<file path="src/rtl/mesh_input_buffer_pkg.sv">
// Shared mesh packet field offsets and output-port encoding.
// Imported by the input buffer, its route calculator and the bus interface.
package mesh_pkg;

  localparam int unsigned PKT_W     = 64;
  localparam int unsigned VC_BIT    = 63;
  localparam int unsigned XDIR_BIT  = 62;
  localparam int unsigned YDIR_BIT  = 61;
  localparam int unsigned HX_LSB    = 52;
  localparam int unsigned HY_LSB    = 48;
  localparam int unsigned HOP_W     = 4;

  localparam int unsigned PORT_E     = 0;
  localparam int unsigned PORT_W     = 1;
  localparam int unsigned PORT_N     = 2;
  localparam int unsigned PORT_S     = 3;
  localparam int unsigned PORT_LOCAL = 4;
  localparam int unsigned NUM_PORTS  = 5;

  typedef logic [NUM_PORTS-1:0] port_req_t;

endpackage

</file>
<file path="src/rtl/mesh_input_buffer_if.sv">
// Link/allocator-side bundle of the router input buffer.
// master = link + switch allocator, slave = input buffer.
interface mesh_input_buffer_if #(
  parameter int unsigned WIDTH = 64,
  parameter int unsigned DEPTH = 2
);
  localparam int unsigned CNT_W = $clog2(DEPTH) + 1;

  logic [WIDTH-1:0]              di;
  logic                          si;
  logic                          ri;
  logic [mesh_pkg::NUM_PORTS-1:0] req;
  logic                          gnt;
  logic [WIDTH-1:0]              dout;
  logic [CNT_W-1:0]              count;
  logic                          err;

  modport master (output di, si, gnt, input ri, req, dout, count, err);
  modport slave  (input di, si, gnt, output ri, req, dout, count, err);

endinterface

</file>
<file path="src/rtl/mesh_input_buffer_route_calc.sv">
// Combinational XY route computation: one-hot port request plus hop-decremented packet.
// Shared by every router input port.
module mesh_route_calc #(
  parameter int unsigned WIDTH = 64,
  parameter int unsigned HOP_W = 4
) (
  input  logic                           i_valid,
  input  logic [WIDTH-1:0]               i_head,
  output logic [mesh_pkg::NUM_PORTS-1:0] o_req,
  output logic [WIDTH-1:0]               o_dout
);
  import mesh_pkg::*;

  logic [HOP_W-1:0] w_hx;
  logic [HOP_W-1:0] w_hy;

  assign w_hx = i_head[HX_LSB +: HOP_W];
  assign w_hy = i_head[HY_LSB +: HOP_W];

  // X is exhausted first, then Y; only the hop field being consumed is decremented
  always_comb begin
    o_req  = '0;
    o_dout = '0;
    if (i_valid) begin
      o_dout = i_head;
      if (w_hx != '0) begin
        if (i_head[XDIR_BIT]) o_req[PORT_W] = 1'b1;
        else                  o_req[PORT_E] = 1'b1;
        o_dout[HX_LSB +: HOP_W] = w_hx - HOP_W'(1);
      end else if (w_hy != '0) begin
        if (i_head[YDIR_BIT]) o_req[PORT_S] = 1'b1;
        else                  o_req[PORT_N] = 1'b1;
        o_dout[HY_LSB +: HOP_W] = w_hy - HOP_W'(1);
      end else begin
        o_req[PORT_LOCAL] = 1'b1;
      end
    end
  end

endmodule

</file>
<file path="src/rtl/mesh_input_buffer.sv">
// Router input channel: FIFO of link packets with XY route request on the head.
// ri depends only on the registered occupancy, so there is no gnt-to-ri path.
module mesh_input_buffer #(
  parameter int unsigned WIDTH = 64,
  parameter int unsigned DEPTH = 2,
  parameter int unsigned HOP_W = 4
) (
  input  logic                clk,
  input  logic                reset,
  mesh_input_buffer_if.slave  bus
);
  import mesh_pkg::*;

  localparam int unsigned PTR_W = $clog2(DEPTH);
  localparam int unsigned CNT_W = $clog2(DEPTH) + 1;

  logic [WIDTH-1:0]     r_mem [DEPTH];
  logic [PTR_W-1:0]     r_wptr;
  logic [PTR_W-1:0]     r_rptr;
  logic [CNT_W-1:0]     r_count;
  logic                 r_err;

  logic                 w_ri;
  logic                 w_not_empty;
  logic                 w_push;
  logic                 w_pop;
  logic [NUM_PORTS-1:0] w_req;
  logic [WIDTH-1:0]     w_dout;

  assign w_ri        = (r_count != CNT_W'(DEPTH));
  assign w_not_empty = (r_count != '0);
  assign w_push      = bus.si & w_ri;
  assign w_pop       = bus.gnt & w_not_empty;

  // Storage and pointers; power-of-two depth lets pointers wrap naturally
  always_ff @(posedge clk or negedge reset) begin
    if (!reset) begin
      for (int i = 0; i < int'(DEPTH); i++) r_mem[i] <= '0;
      r_wptr <= '0;
      r_rptr <= '0;
    end else begin
      if (w_push) begin
        r_mem[r_wptr] <= bus.di;
        r_wptr        <= r_wptr + PTR_W'(1);
      end
      if (w_pop) r_rptr <= r_rptr + PTR_W'(1);
    end
  end

  // Occupancy and sticky grant-while-empty error
  always_ff @(posedge clk or negedge reset) begin
    if (!reset) begin
      r_count <= '0;
      r_err   <= 1'b0;
    end else begin
      case ({w_push, w_pop})
        2'b10:   r_count <= r_count + CNT_W'(1);
        2'b01:   r_count <= r_count - CNT_W'(1);
        default: r_count <= r_count;
      endcase
      if (bus.gnt && !w_not_empty) r_err <= 1'b1;
    end
  end

  mesh_route_calc #(
    .WIDTH (WIDTH),
    .HOP_W (HOP_W)
  ) u_route_calc (
    .i_valid (w_not_empty),
    .i_head  (r_mem[r_rptr]),
    .o_req   (w_req),
    .o_dout  (w_dout)
  );

  assign bus.ri    = w_ri;
  assign bus.req   = w_req;
  assign bus.dout  = w_dout;
  assign bus.count = r_count;
  assign bus.err   = r_err;

endmodule
</file>
<file path="src/flat_wrapper.sv">
// flat-port wrapper written by rule: the top's interface ports become plain ports
module mesh_input_buffer_flat import mesh_pkg::*;
#(
  parameter int unsigned WIDTH = 64,
  parameter int unsigned DEPTH = 2,
  parameter int unsigned HOP_W = 4
)
  (clk, reset, bus_di, bus_si, bus_gnt, bus_ri, bus_req, bus_dout, bus_count, bus_err);
  mesh_input_buffer_if #(.WIDTH(WIDTH), .DEPTH(DEPTH)) bus_i ();
  input  logic clk;
  input  logic reset;
  input wire logic [$bits(bus_i.di)-1:0] bus_di;
  input wire logic [$bits(bus_i.si)-1:0] bus_si;
  input wire logic [$bits(bus_i.gnt)-1:0] bus_gnt;
  output wire logic [$bits(bus_i.ri)-1:0] bus_ri;
  output wire logic [$bits(bus_i.req)-1:0] bus_req;
  output wire logic [$bits(bus_i.dout)-1:0] bus_dout;
  output wire logic [$bits(bus_i.count)-1:0] bus_count;
  output wire logic [$bits(bus_i.err)-1:0] bus_err;
  assign bus_i.di = bus_di;
  assign bus_i.si = bus_si;
  assign bus_i.gnt = bus_gnt;
  assign bus_ri = bus_i.ri;
  assign bus_req = bus_i.req;
  assign bus_dout = bus_i.dout;
  assign bus_count = bus_i.count;
  assign bus_err = bus_i.err;
  mesh_input_buffer #(.WIDTH(WIDTH), .DEPTH(DEPTH), .HOP_W(HOP_W)) u_core (.clk(clk), .reset(reset), .bus(bus_i));
endmodule
</file>
<file path="config.mk">
export PLATFORM = sky130hd
export DESIGN_NAME = mesh_input_buffer_flat
export DESIGN_NICKNAME = d
export VERILOG_FILES = /design/src/rtl/mesh_input_buffer_pkg.sv /design/src/rtl/mesh_input_buffer_if.sv /design/src/rtl/mesh_input_buffer_route_calc.sv /design/src/rtl/mesh_input_buffer.sv /design/src/flat_wrapper.sv
export SDC_FILE = /design/constraint.sdc
export NUM_CORES = 1
export LEC_CHECK = 0
export CAP_MARGIN = 20
export CORE_UTILIZATION = 47
export CTS_BUF_LIST = sky130_fd_sc_hd__clkbuf_16
export DETAILED_ROUTE_END_ITERATION = 12
export PLACE_DENSITY = 0.77
export SLEW_MARGIN = 15
export SYNTH_ARGS = -nofsm -noshare
export SYNTH_HDL_FRONTEND = slang
export SYNTH_HIERARCHICAL = 1
export SYNTH_SLANG_ARGS = --single-unit
</file>
<file path="constraint.sdc">
create_clock -name clk -period 2.8 [get_ports clk]
set_input_delay 0.42 -clock clk [delete_from_list [all_inputs] [get_ports clk]]
set_output_delay 0.42 -clock clk [all_outputs]
set_load 0.02 [all_outputs]
</file>
## Word-level counts from Yosys, hierarchy flattened

Index checks and enable logic that the tools add are counted.

- Output and inout port bits: 73
- Input port bits: 68
- Register bits after elaboration: 133
- Word-level logic and storage cells: 49

- Multiplexer cells: 20
- Add/sub/neg operators: 6
- Equal/unequal tests: 3
- Reduce and logical (&&, ||, !) cells: 7
- Order comparisons: 3
- Bitwise gates (word level): 4

Operators with widths:

| cell | count |
|---|---|
| 64-bit two-way mux | 5 |
| 128-bit bitwise mux | 1 |
| 64-bit demux with 1-bit select | 1 |
| 4-bit two-way mux | 3 |
| 4-bit nonzero test | 2 |
| 4-bit by 1-bit subtractor with 4-bit output, second input constant | 2 |
| 1-bit two-way mux | 5 |
| 5-bit two-way mux | 1 |
| 2-bit >= comparator, second input constant | 2 |
| 2-bit two-way mux | 2 |
| 1-bit NOT with 2-bit output | 2 |
| 2-bit case mux with 2 select lines | 1 |
| 2-bit nonzero test | 2 |
| 3-bit two-way mux | 1 |
| 1-bit adder, second input constant | 2 |
| 2-bit by 1-bit adder with 2-bit output, second input constant | 1 |
| 1-bit bitwise AND | 2 |
| 2-bit by 1-bit equality test with 1-bit output, second input constant | 1 |
| 2-bit equality test, second input constant | 1 |
| 1-bit logical AND | 2 |
| 2-bit by 1-bit less-than comparator with 1-bit output, second input constant | 1 |
| 2-bit != test, second input constant | 1 |
| 2-bit by 1-bit subtractor with 2-bit output, second input constant | 1 |
| 1-bit zero test | 1 |

## Logic depth before layout (Yosys ltp)

Gate-level depths: netlist (run 1).

- Word-level depth: 8
- Mapped depth: 9
- Depth with buffers taken out: 7

## Hierarchy

The synthesis (run 1) kept the hierarchy.

Modules (own cells, without submodules):

| module | area each (µm²) | cells each | times used |
|---|---|---|---|
| mesh_input_buffer | 6377.4 | 361 | 1 |
| mesh_route_calc | 660.6 | 104 | 1 |

## Worst setup path before layout (run 1)

OpenSTA, ideal clock, no wires.

- Path type: register to output
- From: register u_core.r_rptr
- To: output bus_req[2]
- Slack: -158 ps
- Required time: 2380 ps
- Buffers on the path: 3
- Cell stages (with the launch flop): 9
- Arrival time: 2538 ps
- Path through: dfrtp_1 > buf_2 > buf_2 > mux2_2 > inv_1 > ha_1 > or3b_1 > buf_6 > nor4_1

- Longest elaborated chain between the ends: 8
- Elaborated cells between the ends (all ways): 10
- Those cells by class: mux: 7; bitwise: 1; reduce/logical: 2

Ends and longest elaborated chain:

| item | line | text |
|---|---|---|
| start: declaration | mesh_input_buffer.sv:19 | `logic [PTR_W-1:0] r_rptr;` |
| start signal: assignment | mesh_input_buffer.sv:46 | `if (w_pop) r_rptr <= r_rptr + PTR_W'(1);` |
| 1-bit NOT with 2-bit output (implied by the code) * | mesh_input_buffer.sv:70 | `.i_head (r_mem[r_rptr]),` |
| 64-bit two-way mux (implied by the code) * (3 in a row) | mesh_input_buffer.sv:70 |  |
| 4-bit nonzero test or 1-bit two-way mux (tied branches) | mesh_input_buffer_route_calc.sv:30, mesh_input_buffer_route_calc.sv:31 |  |
| 2-bit two-way mux | mesh_input_buffer_route_calc.sv:30 | `end else if (w_hy != '0) begin` |
| 3-bit two-way mux * | mesh_input_buffer_route_calc.sv:26 | `if (w_hx != '0) begin` |
| 5-bit two-way mux * | mesh_input_buffer_route_calc.sv:24 | `if (i_valid) begin` |
| end: declaration | flat_wrapper.sv:16 | `output wire logic [$bits(bus_i.req)-1:0] bus_req;` |

Every way passes the cells marked *; elsewhere a longest branch is shown, timed or not. The select of a mux whose other input is x is not followed.

## Final worst setup path (run 1)

- From: register u_core.r_rptr
- To: output bus_dout[51]

- Longest elaborated chain between the ends: 8
- Elaborated cells between the ends (all ways): 10
- Those cells by class: add/sub: 1; mux: 6; bitwise: 1; reduce/logical: 2

Ends and longest elaborated chain:

| item | line | text |
|---|---|---|
| 1-bit NOT with 2-bit output (implied by the code) * | mesh_input_buffer.sv:70 |  |
| 64-bit two-way mux (implied by the code) * (3 in a row) | mesh_input_buffer.sv:70 |  |
| 4-bit by 1-bit subtractor with 4-bit output or 4-bit nonzero test (tied branches) | mesh_input_buffer_route_calc.sv:33, mesh_input_buffer_route_calc.sv:30 |  |
| 4-bit two-way mux | mesh_input_buffer_route_calc.sv:30 |  |
| 4-bit two-way mux * | mesh_input_buffer_route_calc.sv:26 |  |
| 64-bit two-way mux * | mesh_input_buffer_route_calc.sv:24 |  |
| end: declaration | flat_wrapper.sv:17 | `output wire logic [$bits(bus_i.dout)-1:0] bus_dout;` |

Marks and branches as above.

==> impl_metrics.py, run 1 <==
metrics = {
    "logic_synthesis": {
        "ys_seq_elements": 133,
        "async_flop_share_pct": 100,
        "netlist_instances": 465,
        "syn_area_um2": 7040,
        "synth_nets": 536,
        "ys_types": 34,
        "ys.flop_type": "dfrtp_1",
        "yosysSeqAreaShare_pct": 47.3,
        "syn_area_per_cell_um2": 15.1,
        "synth_edf_count": 0,
        "yosysWarningCount": 6,
    },
    "finish": {
        "drive_gt1_share_pct": 42.3,
        "diodes": 0,
        "synthToLayoutAreaGrowth_pct": 32.9,
        "postLayoutCoreUtil_pct": 64.1,
        "finalNetCount": 698,
    },
    "clocking": {
        "numCtsBuffers": 17,
        "root_buffer": "clkbuf_16",
        "hold_buffers": 0,
        "clk_latency_ns": 0.41,
        "clkSlewWorstSetupHoldPaths_ns": 0.06,
        "cts_max_path_buffers": 2,
        "cts_max_level": 4,
        "cts_tree": "built",
        "cts.sinks": 133,
    },
    "die": {
        "coreArea_um2": 14600,
        "start_util_pct": 48.2,
        "io_pins": 141,
        "die_area_um2": 15500,
        "die_width_um": 124,
        "die_h_um": 124,
        "num_rows": 44,
    },
    "worst_setup_path": {
        "cp_max_fo": 5,
        "crit_top_cell": "mux2_4",
        "worstSetupStartpointType": "flip-flop",
        "path_cells": "mux2_4, inv_4, ha_4, or3b_4, nor4_4, mux2_4, buf_6",
        "cp.arrival_ns": 2.44,
        "critPathSlowestCell": "dfrtp_2",
        "cp-end-kind": "primary output",
        "criticalPathCategory": "reg2out",
        "worstPathRequired_ns": 2.38,
        "max_stage_delay_ns": 0.44,
    },
    "timing": {
        "tns_ns": -0.0778,
        "slew_headroom_pct": 55.9,
        "period_minus_slack_ns": 2.86,
        "slew_viol_final": 0,
        "rsz0062_at_grt": "yes",
        "setup_viol": 2,
        "fmax_mhz": 350,
        "post-route-period-util_pct": 102,
        "tightest_slew_ns": 0.662,
        "skew_ns": 0.00568,
        "worst_slack_ns": -0.0559,
        "hold_violations": 0,
    },
    "min_path": {
        "hp-class": "in2async",
    },
    "placed_design": {
        "gp_congestion": 0.867,
        "hpwl_mm": 9.77,
        "portBuffers": 140,
    },
    "power": {
        "power.leakage_nw": 4.31,
        "power.density_nw_per_um2": 1470,
        "ir_drop_uv": 747,
    },
    "route": {
        "wl_per_cell_um": 18.2,
        "num_vias": 4206,
        "routed_wirelength_mm": 15.0,
        "ant_nets": 0,
        "drc": 0,
        "detail_route.iter0.violations": 139,
        "drtPass1Iterations": 4,
        "vias_per_cell": 5.10,
    },
    "grt": {
        "grt-ovfl-total": 0,
        "antenna_found_initial": 0,
        "grt_pass1_wl_mm": 24.9,
        "grt-busiest-layer": "met2",
        "grt_use_met3_pct": 4.12,
        "grt_usage_pct": 20.4,
        "met2_usage_pct": 33.5,
        "grt_max_degree": 50,
        "grt_pass1_vias": 4752,
        "grtUsageMet1_pct": 25.8,
    },
    "run_status": {
        "violations": "setup timing",
        "status": "finished with violations",
    },
    "flow_run": {
        "drv_cap": 0,
    },
}
==> path summary, 6_finish.rpt <==
path	start	to	slack [ns]	cells past startpoint
setup / recovery	u_core/r_rptr$_DFFE_PN0P_	bus_dout[51]	-0.06	7
hold / removal	reset	u_core/r_mem[81]$_DFFE_PN0P_	0.04	1
setup reg to reg	u_core/bus.count[0]$_DFFE_PN0P_	u_core/bus.count[1]$_DFFE_PN0P_	0.99	7
hold reg to reg	u_core/bus.err$_DFFE_PN0P_	u_core/bus.err$_DFFE_PN0P_	0.46	1
max in group asynchronous	reset	u_core/r_mem[60]$_DFFE_PN0P_	2.00	2
min in group clk	u_core/bus.err$_DFFE_PN0P_	u_core/bus.err$_DFFE_PN0P_	0.46	1
==> power breakdown <==
part	switching, mW	internal, mW
sequential	0.563	2.92
combinational	3.41	4.60
clock	0.790	1.46
==> area by class of cell <==
| class | count | area (µm²) |
|---|---|---|
| clock inverter | 15 | 170 |
| timing repair buffer | 171 | 1740 |
| sequential | 133 | 3330 |
| multi-input combinational | 296 | 3420 |
| inverter | 8 | 40.0 |
| tap | 184 | 230 |
| clock buffer | 17 | 425 |
| fill | 1065 | 5240 |
==> metrics by stage <==
stage	setup slack [ns]	instance area [µm²]	hold slack [ns]	power, mW	std cells
6_report	-0.0559	9350	0.0385	13.7	824
3_3_place_gp	-0.0539	8570	0.444	11.1	786
4_1_cts	-0.189	9300	0.0439	13.8	824
5_1_grt	-0.126	9350	0.0851	14.5	824
2_1_floorplan	-0.0243	7050	0.124	8.71	465
3_5_place_dp	-0.124	8570	0.449	11.3	786
==> Yosys cell counts (2+ instances only) <==
master | number | area [µm²]
nor3_1 | 2 | 10.0
ha_1 | 3 | 37.5
buf_2 | 6 | 30.0
buf_12 | 14 | 280
mux2_1 | 9 | 101
mux2_2 | 64 | 721
a21oi_1 | 2 | 10.0
dfrtp_1 | 133 | 3330
clkbuf_1 | 7 | 26.3
xor2_1 | 2 | 17.5
inv_1 | 8 | 30.0
nand2_1 | 4 | 15.0
nor2_1 | 7 | 26.3
xnor2_1 | 4 | 35.0
mux2_4 | 120 | 1800
mux2i_1 | 2 | 20.0
a211oi_1 | 2 | 15.0
and2_1 | 60 | 375
==> routing by layer <==
layer	part of all wire (%)	routed length [µm]	up-vias
met4	3.3	495	0
li1	-	-	1943
met2	49	7280	90
met5	0	0	-
met1	45	6740	2143
met3	3.2	473	30
==> placed cells by master (no fill, tap or decap), drive strengths merged <==
master | synthesis | final
a211oi | 2 | 2
a21o | 1 | 1
a21oi | 2 | 2
a41o | 1 | 1
and2 | 60 | 60
and3 | 2 | 2
and3b | 1 | 1
buf | 21 | 39
bufinv | 0 | 4
clkbuf | 7 | 19
clkdlybuf4s15 | 0 | 1
clkdlybuf4s50 | 0 | 107
clkinv | 0 | 9
clkinvlp | 0 | 1
dfrtp | 133 | 133
dlygate4sd2 | 0 | 7
dlymetal6s2s | 0 | 15
ha | 3 | 3
inv | 8 | 9
mux2 | 193 | 193
mux2i | 2 | 2
nand2 | 4 | 4
nand2b | 2 | 2
nand3b | 1 | 1
nor2 | 7 | 7
nor3 | 2 | 2
nor3b | 2 | 2
nor4 | 2 | 2
o21ai | 1 | 1
o311a | 1 | 1
or3b | 1 | 1
xnor2 | 4 | 4
xor2 | 2 | 2
==> cells by family after synthesis <==
family / after synthesis / synth area share (%)
AO/OA/AOI/OAI: 8 / 0.818
AND/OR/NAND/NOR: 84 / 7.68
multiplexers: 195 / 37.6
flip-flops: 133 / 47.3
buffers and inverters: 36 / 5.37
adder cells (fa/ha/maj): 3 / 0.533
XOR/XNOR: 6 / 0.747
==> repair_timing <==
item / in CTS / in global routing
pin swaps: 4 / 2
resized for setup: 73 / 31
endpoints found under the hold margin: 0 / 0
buffers inserted: 6 / 0
endpoints found under the setup margin: 67 / 27
==> critical path: cells and delay by family, from the launching register on <==
family	cells	cell delay, ns
buffers and inverters	2	0.20
DFF	1	0.44
muxes	2	0.66
adders and majority gates	1	0.11
and+or+nand+nor	2	0.61
==> state kept, by name, indices dropped and copies added, names as in the netlist <==
| name | cells |
|---|---|
| u_core/r_wptr | 1 |
| u_core/r_rptr | 1 |
| u_core/r_mem | 128 |
| u_core/bus.count | 2 |
| u_core/bus.err | 1 |
No activity file was read; power rests on OpenSTA's default activity.
==> inputs of run 2 (changes only) <==
--- a/config.mk
+++ b/config.mk
@@ -10,7 +10,6 @@
 export CTS_BUF_LIST = sky130_fd_sc_hd__clkbuf_16
 export DETAILED_ROUTE_END_ITERATION = 12
 export PLACE_DENSITY = 0.77
-export SLEW_MARGIN = 15
 export SYNTH_ARGS = -nofsm -noshare
 export SYNTH_HDL_FRONTEND = slang
 export SYNTH_HIERARCHICAL = 1
==> results of run 2 <==
No change in the layout: final DEF, timing and power equal those of run 1.
